`src/rtl/wb_classic_traffic_master.sv`:
```
// Wishbone Classic master that replays scripted register traffic (write, read-compare,
// write-readback, read-only) with a per-transaction ack timeout and mismatch accounting.
`timescale 1ns/1ps
module wb_classic_traffic_master #(
    parameter int ADDRESS_WIDTH  = 16,
    parameter int BUS_WIDTH      = 4,
    parameter int COUNT_WIDTH    = 16,
    parameter int TIMEOUT_CYCLES = 255
) (
    input  logic                       clk,
    input  logic                       rst,
    input  logic                       start,
    input  logic [1:0]                 mode,
    input  logic [ADDRESS_WIDTH-1:0]   base_addr,
    input  logic [ADDRESS_WIDTH-1:0]   addr_stride,
    input  logic [COUNT_WIDTH-1:0]     count,
    input  logic [BUS_WIDTH*8-1:0]     data_seed,
    output logic                       busy,
    output logic                       done,
    output logic                       timeout,
    output logic [COUNT_WIDTH-1:0]     err_cnt,
    output logic [ADDRESS_WIDTH-1:0]   first_err_addr,
    output logic [BUS_WIDTH*8-1:0]     last_rdata,
    output logic                       m_wb_cyc,
    output logic                       m_wb_stb,
    output logic                       m_wb_we,
    output logic [ADDRESS_WIDTH-1:0]   m_wb_addr,
    output logic [BUS_WIDTH*8-1:0]     m_wb_data_o,
    output logic [BUS_WIDTH-1:0]       m_wb_sel,
    input  logic                       m_wb_ack,
    input  logic [BUS_WIDTH*8-1:0]     m_wb_data_i
);
    localparam int DW = BUS_WIDTH * 8;
    // The timer only ever holds 0..TIMEOUT_CYCLES-1; reaching the last value aborts.
    localparam int TW = (TIMEOUT_CYCLES < 2) ? 1 : $clog2(TIMEOUT_CYCLES);
    localparam logic [TW-1:0] TIMER_LAST = TW'(TIMEOUT_CYCLES - 1);

    localparam logic [2:0] S_IDLE = 3'd0;
    localparam logic [2:0] S_WR   = 3'd1;
    localparam logic [2:0] S_RD   = 3'd2;
    localparam logic [2:0] S_GAP  = 3'd3;
    localparam logic [2:0] S_DONE = 3'd4;

    logic [2:0]               state_reg;
    logic [1:0]               mode_reg;
    logic [ADDRESS_WIDTH-1:0] stride_reg;
    logic [COUNT_WIDTH-1:0]   count_reg;
    logic [COUNT_WIDTH-1:0]   index_reg;
    logic [COUNT_WIDTH-1:0]   index_next;
    logic [TW-1:0]            timer_reg;
    logic                     last_wr_reg;
    logic                     busy_reg;
    logic                     done_reg;
    logic                     timeout_reg;
    logic [COUNT_WIDTH-1:0]   err_cnt_reg;
    logic [ADDRESS_WIDTH-1:0] first_err_addr_reg;
    logic [DW-1:0]            last_rdata_reg;
    logic                     cyc_reg;
    logic                     stb_reg;
    logic                     we_reg;
    logic [ADDRESS_WIDTH-1:0] addr_reg;
    logic [DW-1:0]            data_reg;
    logic                     compare_mode;

    assign index_next   = index_reg + 1'b1;
    assign compare_mode = (mode_reg == 2'd1) || (mode_reg == 2'd2);

    always_ff @(posedge clk) begin
        if (rst) begin
            state_reg          <= S_IDLE;
            mode_reg           <= '0;
            stride_reg         <= '0;
            count_reg          <= '0;
            index_reg          <= '0;
            timer_reg          <= '0;
            last_wr_reg        <= 1'b0;
            busy_reg           <= 1'b0;
            done_reg           <= 1'b0;
            timeout_reg        <= 1'b0;
            err_cnt_reg        <= '0;
            first_err_addr_reg <= '0;
            last_rdata_reg     <= '0;
            cyc_reg            <= 1'b0;
            stb_reg            <= 1'b0;
            we_reg             <= 1'b0;
            addr_reg           <= '0;
            data_reg           <= '0;
        end else begin
            case (state_reg)
                S_IDLE: begin
                    if (start) begin
                        mode_reg           <= mode;
                        stride_reg         <= addr_stride;
                        count_reg          <= count;
                        index_reg          <= '0;
                        addr_reg           <= base_addr;
                        data_reg           <= data_seed;
                        err_cnt_reg        <= '0;
                        first_err_addr_reg <= '0;
                        timeout_reg        <= 1'b0;
                        timer_reg          <= '0;
                        if (count == '0) begin
                            done_reg  <= 1'b1;
                            state_reg <= S_DONE;
                        end else begin
                            busy_reg  <= 1'b1;
                            cyc_reg   <= 1'b1;
                            stb_reg   <= 1'b1;
                            we_reg    <= ~mode[0];
                            state_reg <= mode[0] ? S_RD : S_WR;
                        end
                    end
                end
                S_WR, S_RD: begin
                    if (stb_reg && m_wb_ack) begin
                        cyc_reg     <= 1'b0;
                        stb_reg     <= 1'b0;
                        we_reg      <= 1'b0;
                        last_wr_reg <= (state_reg == S_WR);
                        state_reg   <= S_GAP;
                        if (state_reg == S_RD) begin
                            last_rdata_reg <= m_wb_data_i;
                            if (compare_mode && (m_wb_data_i != data_reg)) begin
                                if (err_cnt_reg == '0)
                                    first_err_addr_reg <= addr_reg;
                                if (err_cnt_reg != '1)
                                    err_cnt_reg <= err_cnt_reg + 1'b1;
                            end
                        end
                    end else if (timer_reg == TIMER_LAST) begin
                        // Abort the whole run: no further indices are attempted.
                        cyc_reg     <= 1'b0;
                        stb_reg     <= 1'b0;
                        we_reg      <= 1'b0;
                        timeout_reg <= 1'b1;
                        busy_reg    <= 1'b0;
                        done_reg    <= 1'b1;
                        state_reg   <= S_DONE;
                    end else begin
                        timer_reg <= timer_reg + 1'b1;
                    end
                end
                S_GAP: begin
                    timer_reg <= '0;
                    if (mode_reg == 2'd2 && last_wr_reg) begin
                        cyc_reg   <= 1'b1;
                        stb_reg   <= 1'b1;
                        we_reg    <= 1'b0;
                        state_reg <= S_RD;
                    end else if (index_next == count_reg) begin
                        busy_reg  <= 1'b0;
                        done_reg  <= 1'b1;
                        state_reg <= S_DONE;
                    end else begin
                        index_reg <= index_next;
                        addr_reg  <= addr_reg + stride_reg;
                        data_reg  <= data_reg + 1'b1;
                        cyc_reg   <= 1'b1;
                        stb_reg   <= 1'b1;
                        we_reg    <= ~mode_reg[0];
                        state_reg <= mode_reg[0] ? S_RD : S_WR;
                    end
                end
                S_DONE: begin
                    done_reg  <= 1'b0;
                    state_reg <= S_IDLE;
                end
                default: state_reg <= S_IDLE;
            endcase
        end
    end

    genvar gi;
    generate
        for (gi = 0; gi < BUS_WIDTH; gi++) begin : g_sel
            assign m_wb_sel[gi] = stb_reg;
        end
    endgenerate

    assign busy           = busy_reg;
    assign done           = done_reg;
    assign timeout        = timeout_reg;
    assign err_cnt        = err_cnt_reg;
    assign first_err_addr = first_err_addr_reg;
    assign last_rdata     = last_rdata_reg;
    assign m_wb_cyc       = cyc_reg;
    assign m_wb_stb       = stb_reg;
    assign m_wb_we        = we_reg;
    assign m_wb_addr      = addr_reg;
    assign m_wb_data_o    = data_reg;
endmodule

```
`config.mk`:
```
export PLATFORM = sky130hd
export DESIGN_NAME = wb_classic_traffic_master
export DESIGN_NICKNAME = d
export VERILOG_FILES = /design/src/rtl/wb_classic_traffic_master.sv
export SDC_FILE = /design/constraint.sdc
export NUM_CORES = 1
export LEC_CHECK = 0
export ABC_AREA = 0
export CAP_MARGIN = 20
export CORE_MARGIN = 4
export CORE_UTILIZATION = 50
export DETAILED_ROUTE_END_ITERATION = 6
export MAX_ROUTING_LAYER = met4
export PLACE_DENSITY_LB_ADDON = 0.25
export SLEW_MARGIN = 20
export SYNTH_ARGS = -nofsm -noshare
export SYNTH_HDL_FRONTEND = slang
export SYNTH_SLANG_ARGS = --single-unit
```
`constraint.sdc`:
```
create_clock -name clk -period 4.9 [get_ports clk]
set_input_delay 0.735 -clock clk [delete_from_list [all_inputs] [get_ports clk]]
set_output_delay 0.735 -clock clk [all_outputs]
set_load 0.1 [all_outputs]
```
== Word-level counts from Yosys, hierarchy flattened ==
Cells that the tools add are included.
W data, S select, Z words.

* Register bits after elaboration: 179
* Input port bits: 118
* Output and inout port bits: 122
* Logic and storage cells: 134

* $add $sub $neg: 5
* Equal/unequal tests: 26
* Multiplexer cells: 60
* Bitwise gates (word level): 2
* Reduce and logical (&&, ||, !) cells: 24

{| class="wikitable"
|+ Operator list
! operator !! number
|-
| $mux W16 || 14
|-
| $pmux W16 S2 || 4
|-
| $mux W32 || 3
|-
| $pmux W32 S2 || 1
|-
| $add A16 B1 Y16 const B || 2
|-
| $add A32 B1 Y32 const B || 1
|-
| $logic_not A16 Y1 || 2
|-
| $ne A32 B32 Y1 || 1
|-
| $ne A2 B2 Y1 const B || 14
|-
| $mux W8 || 3
|-
| $pmux W8 S3 || 1
|-
| $mux W1 || 20
|-
| $mux W3 || 6
|-
| $add A16 B16 Y16 || 1
|-
| $eq A16 B16 Y1 || 1
|-
| $ne A16 B16 Y1 const B || 1
|-
| $reduce_and A7 Y1 || 2
|-
| $reduce_and A4 Y1 || 3
|-
| $reduce_and A6 Y1 || 2
|-
| $pmux W1 S3 || 3
|-
| $pmux W3 S3 || 1
|-
| $add A8 B1 Y8 const B || 1
|-
| $eq A8 B8 Y1 const B || 1
|-
| $eq A3 B2 Y1 const B || 2
|-
| other kinds (19) || 27
|}

== Depth between registers and ports, before layout ==
* Depth after elaboration: 7
* Gate-level depth with buffers: 12
* Depth with buffers taken out: 11

== Worst setup path after synthesis ==
Ideal clock, no wire load.

* Kind: flip-flop to flip-flop
* Start: register stb_reg, in the netlist m_wb_stb
* End: register err_cnt_reg[8], in the netlist err_cnt[8]
* Library setup time: 67 ps
* Data arrival time: 3,159 ps
* Required time: 4,833 ps
* Setup slack: 1,675 ps
* Cell stages (with the launch flop): 10
* Buffers on the path: 2
* Clock period less this slack: 3,225 ps
* Cell sequence: dfxtp_1 nand2_1 or3_1 clkbuf_1 a211oi_1 o22a_1 clkbuf_1 nand4_1 xor2_1 nor2_1

* Longest elaborated chain between the ends: 3

{| class="wikitable"
|+ Ends and longest elaborated chain
! what !! RTL line !! source
|-
| from (decl) || 59 || <nowiki>logic stb_reg;</nowiki>
|-
| from (signal assigned) || 84 || <nowiki>stb_reg <= 1'b0;</nowiki>
|-
| from (signal assigned) || 108 || <nowiki>stb_reg <= 1'b1;</nowiki>
|-
| from (signal assigned) || 117 || <nowiki>stb_reg <= 1'b0;</nowiki>
|-
| $logic_and A1 B1 Y1 || 115 || <nowiki>if (stb_reg && m_wb_ack) begin</nowiki>
|-
| $ne A2 B2 Y1 (no line) || n/a ||
|-
| $reduce_and A6 Y1 (no line) || n/a ||
|-
| to (signal assigned) || 127 || <nowiki>err_cnt_reg <= err_cnt_reg + 1'b1;</nowiki>
|-
| to (decl) || 55 || <nowiki>logic [COUNT_WIDTH-1:0] err_cnt_reg;</nowiki>
|}

Every way passes these cells.
A chain may end at the register's enable or synchronous reset.

== Worst setup path after layout ==
* Start: register index_reg[0]
* End: register data_reg[17], in the netlist m_wb_data_o[17]

* Longest elaborated chain between the ends: 4

{| class="wikitable"
|+ Ends and longest elaborated chain
! what !! RTL line !! source
|-
| from (decl) || 48 || <nowiki>logic [COUNT_WIDTH-1:0] index_reg;</nowiki>
|-
| from (signal assigned) || 155 || <nowiki>index_reg <= index_next;</nowiki>
|-
| $add A16 B1 Y16 || 65 || <nowiki>assign index_next = index_reg + 1'b1;</nowiki>
|-
| $eq A16 B16 Y1 || 150 || <nowiki>end else if (index_next == count_reg) begin</nowiki>
|-
| $ne A2 B2 Y1 (no line) || n/a ||
|-
| $reduce_and A4 Y1 (no line) || n/a ||
|-
| to (signal assigned) || 97 || <nowiki>data_reg <= data_seed;</nowiki>
|-
| to (signal assigned) || 157 || <nowiki>data_reg <= data_reg + 1'b1;</nowiki>
|-
| to (decl) || 62 || <nowiki>logic [DW-1:0] data_reg;</nowiki>
|}

Every way passes these cells.

==> metrics.csv <==
stage,metric,value,unit
outcome,status,"complete, no violations",
global_route,vias in the first global route,8971,
critical_path,worst-path fanout max,38,
critical_path,"Largest stage delay, worst path",820,ps
logic_synthesis,adder-cell share of the synthesized area,3.073,%
clocking,total clock sinks,179,
logic_synthesis,xor/xnor share of the synthesized area,7.174,%
place,# port buffers,239,
timing,Slew HR,30.20,%
timing,"Min Clock Period, post-route",3832,ps
hold_path,Worst Hold Launch,last_rdata[7]$_SDFFE_PP0P_,
timing,setup TNS,0,ps
critical_path,"setup slack, reg-to-reg",1070,ps
critical_path,CP Data Arrival Time,4160,ps
global_route,antenna violations before repair,2,
timing,RSZ-0062 raised after global routing,false,
logic_synthesis,Ys Warns,0,
drt,detailed-route wire length,29370,um
drt,top routing layer in use,met4,
clocking,TritonCTS clock tree,yes,
timing,clk_skew,12.65,ps
clocking,post-CTS sizing,0,
drt,met1 WL,12780,um
critical_path,reg2reg path depth,10,
critical_path,Critical Path Sink Type,flop,
final_layout,"commonest non-fill, non-tap cell in the layout",clkdlybuf4s50_1,
critical_path,RR Endpoint,m_wb_data_o[17]$_SDFFE_PP0P_,
hold_path,worst hold path stage count,2,
final_layout,"commonest non-fill, non-tap cells in the layout","238 x clkdlybuf4s50_1, 222 x nand2_1, 179 x dfxtp_1",
drt,Routed Antenna Nets,0,
floorplan,cell row count,50,
clocking,clock-pin slew on the worst setup and hold paths,70,ps
timing,period utilization,78.20,%
power,worst ir drop on vdd,0.3991,mV
global_route,Tot GR Track Use,26.80,%
floorplan,die area,0.02150,sq mm
critical_path,CP Launch Point,index_reg[0]$_SDFFE_PP0P_,
logic_synthesis,Synth Flop Type,dfxtp_1,
global_route,largest net degree at the start of global routing,87,
critical_path,CP Capture Point,m_wb_data_o[17]$_SDFFE_PP0P_,
logic_synthesis,ys async rst share,0,%
logic_synthesis,Synth Register Bits,179,
drt,DR pass1 iterations,5,
clocking,H-tree Lvls,4,
global_route,overflow left after global routing,0,
drt,drt via density,5.749,
timing,Fin. Hold Viols,0,
timing,worst slew pin tran,1042,ps
logic_synthesis,Mapped Cells,1258,
critical_path,critical-path cell list,"ha_1, nand3_2, nor4_4, a21o_1, a222oi_1, o2111a_1, o21ai_4, buf_4, a21oi_1, a211oi_1",
logic_synthesis,"EDFF count, synth",0,
clocking,clock latency on the worst-skew pair,430,ps
logic_synthesis,simple-gate share of the synthesized area,26.38,%
logic_synthesis,syn avg cell area,7.639,sq um
drt,Vias,9837,
clocking,total CTS buffers,17,
timing,Final setup violation count,0,
clocking,Post-CTS Setup Repair Bufs,0,
floorplan,Die Y,146.6,um
final_layout,layout cells sized above 1,4.762,%
global_route,first-pass GRT wire length,46530,um
power,LEAKAGE,4.487,nW
power,power density cells,511.6,mW/mm^2
logic_synthesis,post-synthesis mux area share,0,%
critical_path,Worst path slowest cell,o21ai_4,
critical_path,CP Launch Type,flop,
timing,max-slew violation count,0,
drt,met2 wire len,14110,um
timing,f_max,0.2610,GHz
final_layout,design area,0.01266,sq mm
logic_synthesis,synthesized area,0.009610,sq mm
place,HPWL after detailed placement,20640,um
logic_synthesis,"Seq/Total Area, Yosys",37.29,%
floorplan,num ports,240,
clocking,Longest Clk Path Bufs,2,
critical_path,Critical Path RT,5230,ps
job,max-cap viol count,0,
floorplan,Starting Density,51.04,%
clocking,clk root buf,clkbuf_16,
final_layout,Area Overhead vs Synth,31.69,%
final_layout,# nets final,1579,
place,Post-DP Area,0.01207,sq mm
logic_synthesis,largest family of logic cells by synthesized area,simple AND/OR/NAND/NOR gates,
floorplan,core region area,0.01883,sq mm
logic_synthesis,complex-gate fraction of the synthesized area,21.49,%
hold_path,worst min path class,reg -> reg,
drt,met3 wire length,1700,um
drt,DRT iter0 DRCs,758,
logic_synthesis,syn_nets,1399,
place,gpl congestion,0.8912,
critical_path,Crit Path Class,reg -> reg,
drt,DRC viols,0,
critical_path,reg2reg start,index_reg[0]$_SDFFE_PP0P_,
drt,routed len/inst,17.17,um
clocking,CTS Hold Bufs,0,
floorplan,die width,146.6,um
logic_synthesis,Synth cell types,74,
-- logic make-up after synthesis --
kind of cell	count (synthesis)
buffers and inverters	108
xor gates and xnor gates	77
DFF	179
adders and majority gates	23
AOI/OAI and AO/OA	342
and+or+nand+nor	529
-- critical path: cells and delay by family (launching register included) --
family	cells	cell delay, ps
compound gates	6	1760
buf+inv	1	410
flops	1	460
fa+ha+maj	1	400
simple gates	2	670
-- power by group --
part	switching [W]	internal, W	leakage, nW	total [W]
logic	0.00222	0.000897	2.76	0.00312
registers	0.000321	0.00168	1.46	0.00200
clock network	0.000592	0.000761	0.270	0.00135
total	0.00314	0.00334	4.49	0.00647
-- routing by layer --
| layer | vias to the layer above | track usage [%] |
|---|---|---|
| met5 | - | - |
| met4 | 0 | 8.608 |
| met3 | 50 | 4.718 |
| met2 | 381 | 42.98 |
| met1 | 4600 | 34.44 |
| li1 | 4806 | - |
-- per-stage QoR --
stage               hold slack [ps]  power, W  setup WS (ps)  utilization [%]  std cells
floorplan                     440.0  0.004323           1675                -       1258
global placement              440.9  0.005078           1024            64.09       1679
detailed placement            446.3  0.005114          927.5            64.09       1679
CTS                           457.8  0.006470           1147            67.14       1709
global route                  469.9  0.006774          847.2            67.21       1711
finish                        456.0  0.006475           1068            67.21       1711
-- worst min-delay path by stage --
| stage | endpoint |
|---|---|
| floorplan | mode_reg[1]$_SDFFE_PP0P_ |
| finish | last_rdata[7]$_SDFFE_PP0P_ |
| CTS | last_rdata[11]$_SDFFE_PP0P_ |
| detailed placement | last_rdata[12]$_SDFFE_PP0P_ |
| global placement | last_rdata[20]$_SDFFE_PP0P_ |
| global route | last_rdata[7]$_SDFFE_PP0P_ |
-- area by class of cell --
cell class,count,area (sq um)
antenna,2,5.005
clock buffer,18,439.2
clock inverter,12,135.1
fill,1592,6175
inverter,18,67.56
multi-input combinational,971,5620
sequential,179,3583
tap,260,325.3
timing repair buffer,251,2480
-- Yosys cell counts, types with 6 or more instances --
| cell type | instances | share of area [%] |
|---|---|---|
| a211oi_1 | 26 | 2.0 |
| a21o_1 | 9 | 0.70 |
| a21oi_1 | 157 | 8.2 |
| a22o_1 | 6 | 0.55 |
| a311oi_1 | 9 | 0.82 |
| a31oi_1 | 16 | 1.0 |
| and2_1 | 8 | 0.52 |
| and3_1 | 18 | 1.2 |
| and4_1 | 8 | 0.73 |
| buf_2 | 13 | 0.68 |
| clkbuf_1 | 67 | 2.6 |
| dfxtp_1 | 179 | 37 |
| ha_1 | 22 | 2.9 |
| inv_1 | 18 | 0.70 |
| nand2_1 | 222 | 8.7 |
| nand2b_1 | 21 | 1.4 |
| nand3_1 | 52 | 2.7 |
| nand4_1 | 25 | 1.6 |
| nor2_1 | 86 | 3.4 |
| nor2b_1 | 6 | 0.39 |
| nor3_1 | 29 | 1.5 |
| nor4_1 | 10 | 0.65 |
| o21a_1 | 8 | 0.62 |
| o21ai_0 | 61 | 3.2 |
| o21ai_1 | 7 | 0.36 |
| o31ai_1 | 11 | 0.86 |
| or3_1 | 17 | 1.1 |
| xnor2_1 | 54 | 4.9 |
| xor2_1 | 22 | 2.0 |
Power figures use the tool's default switching activity.
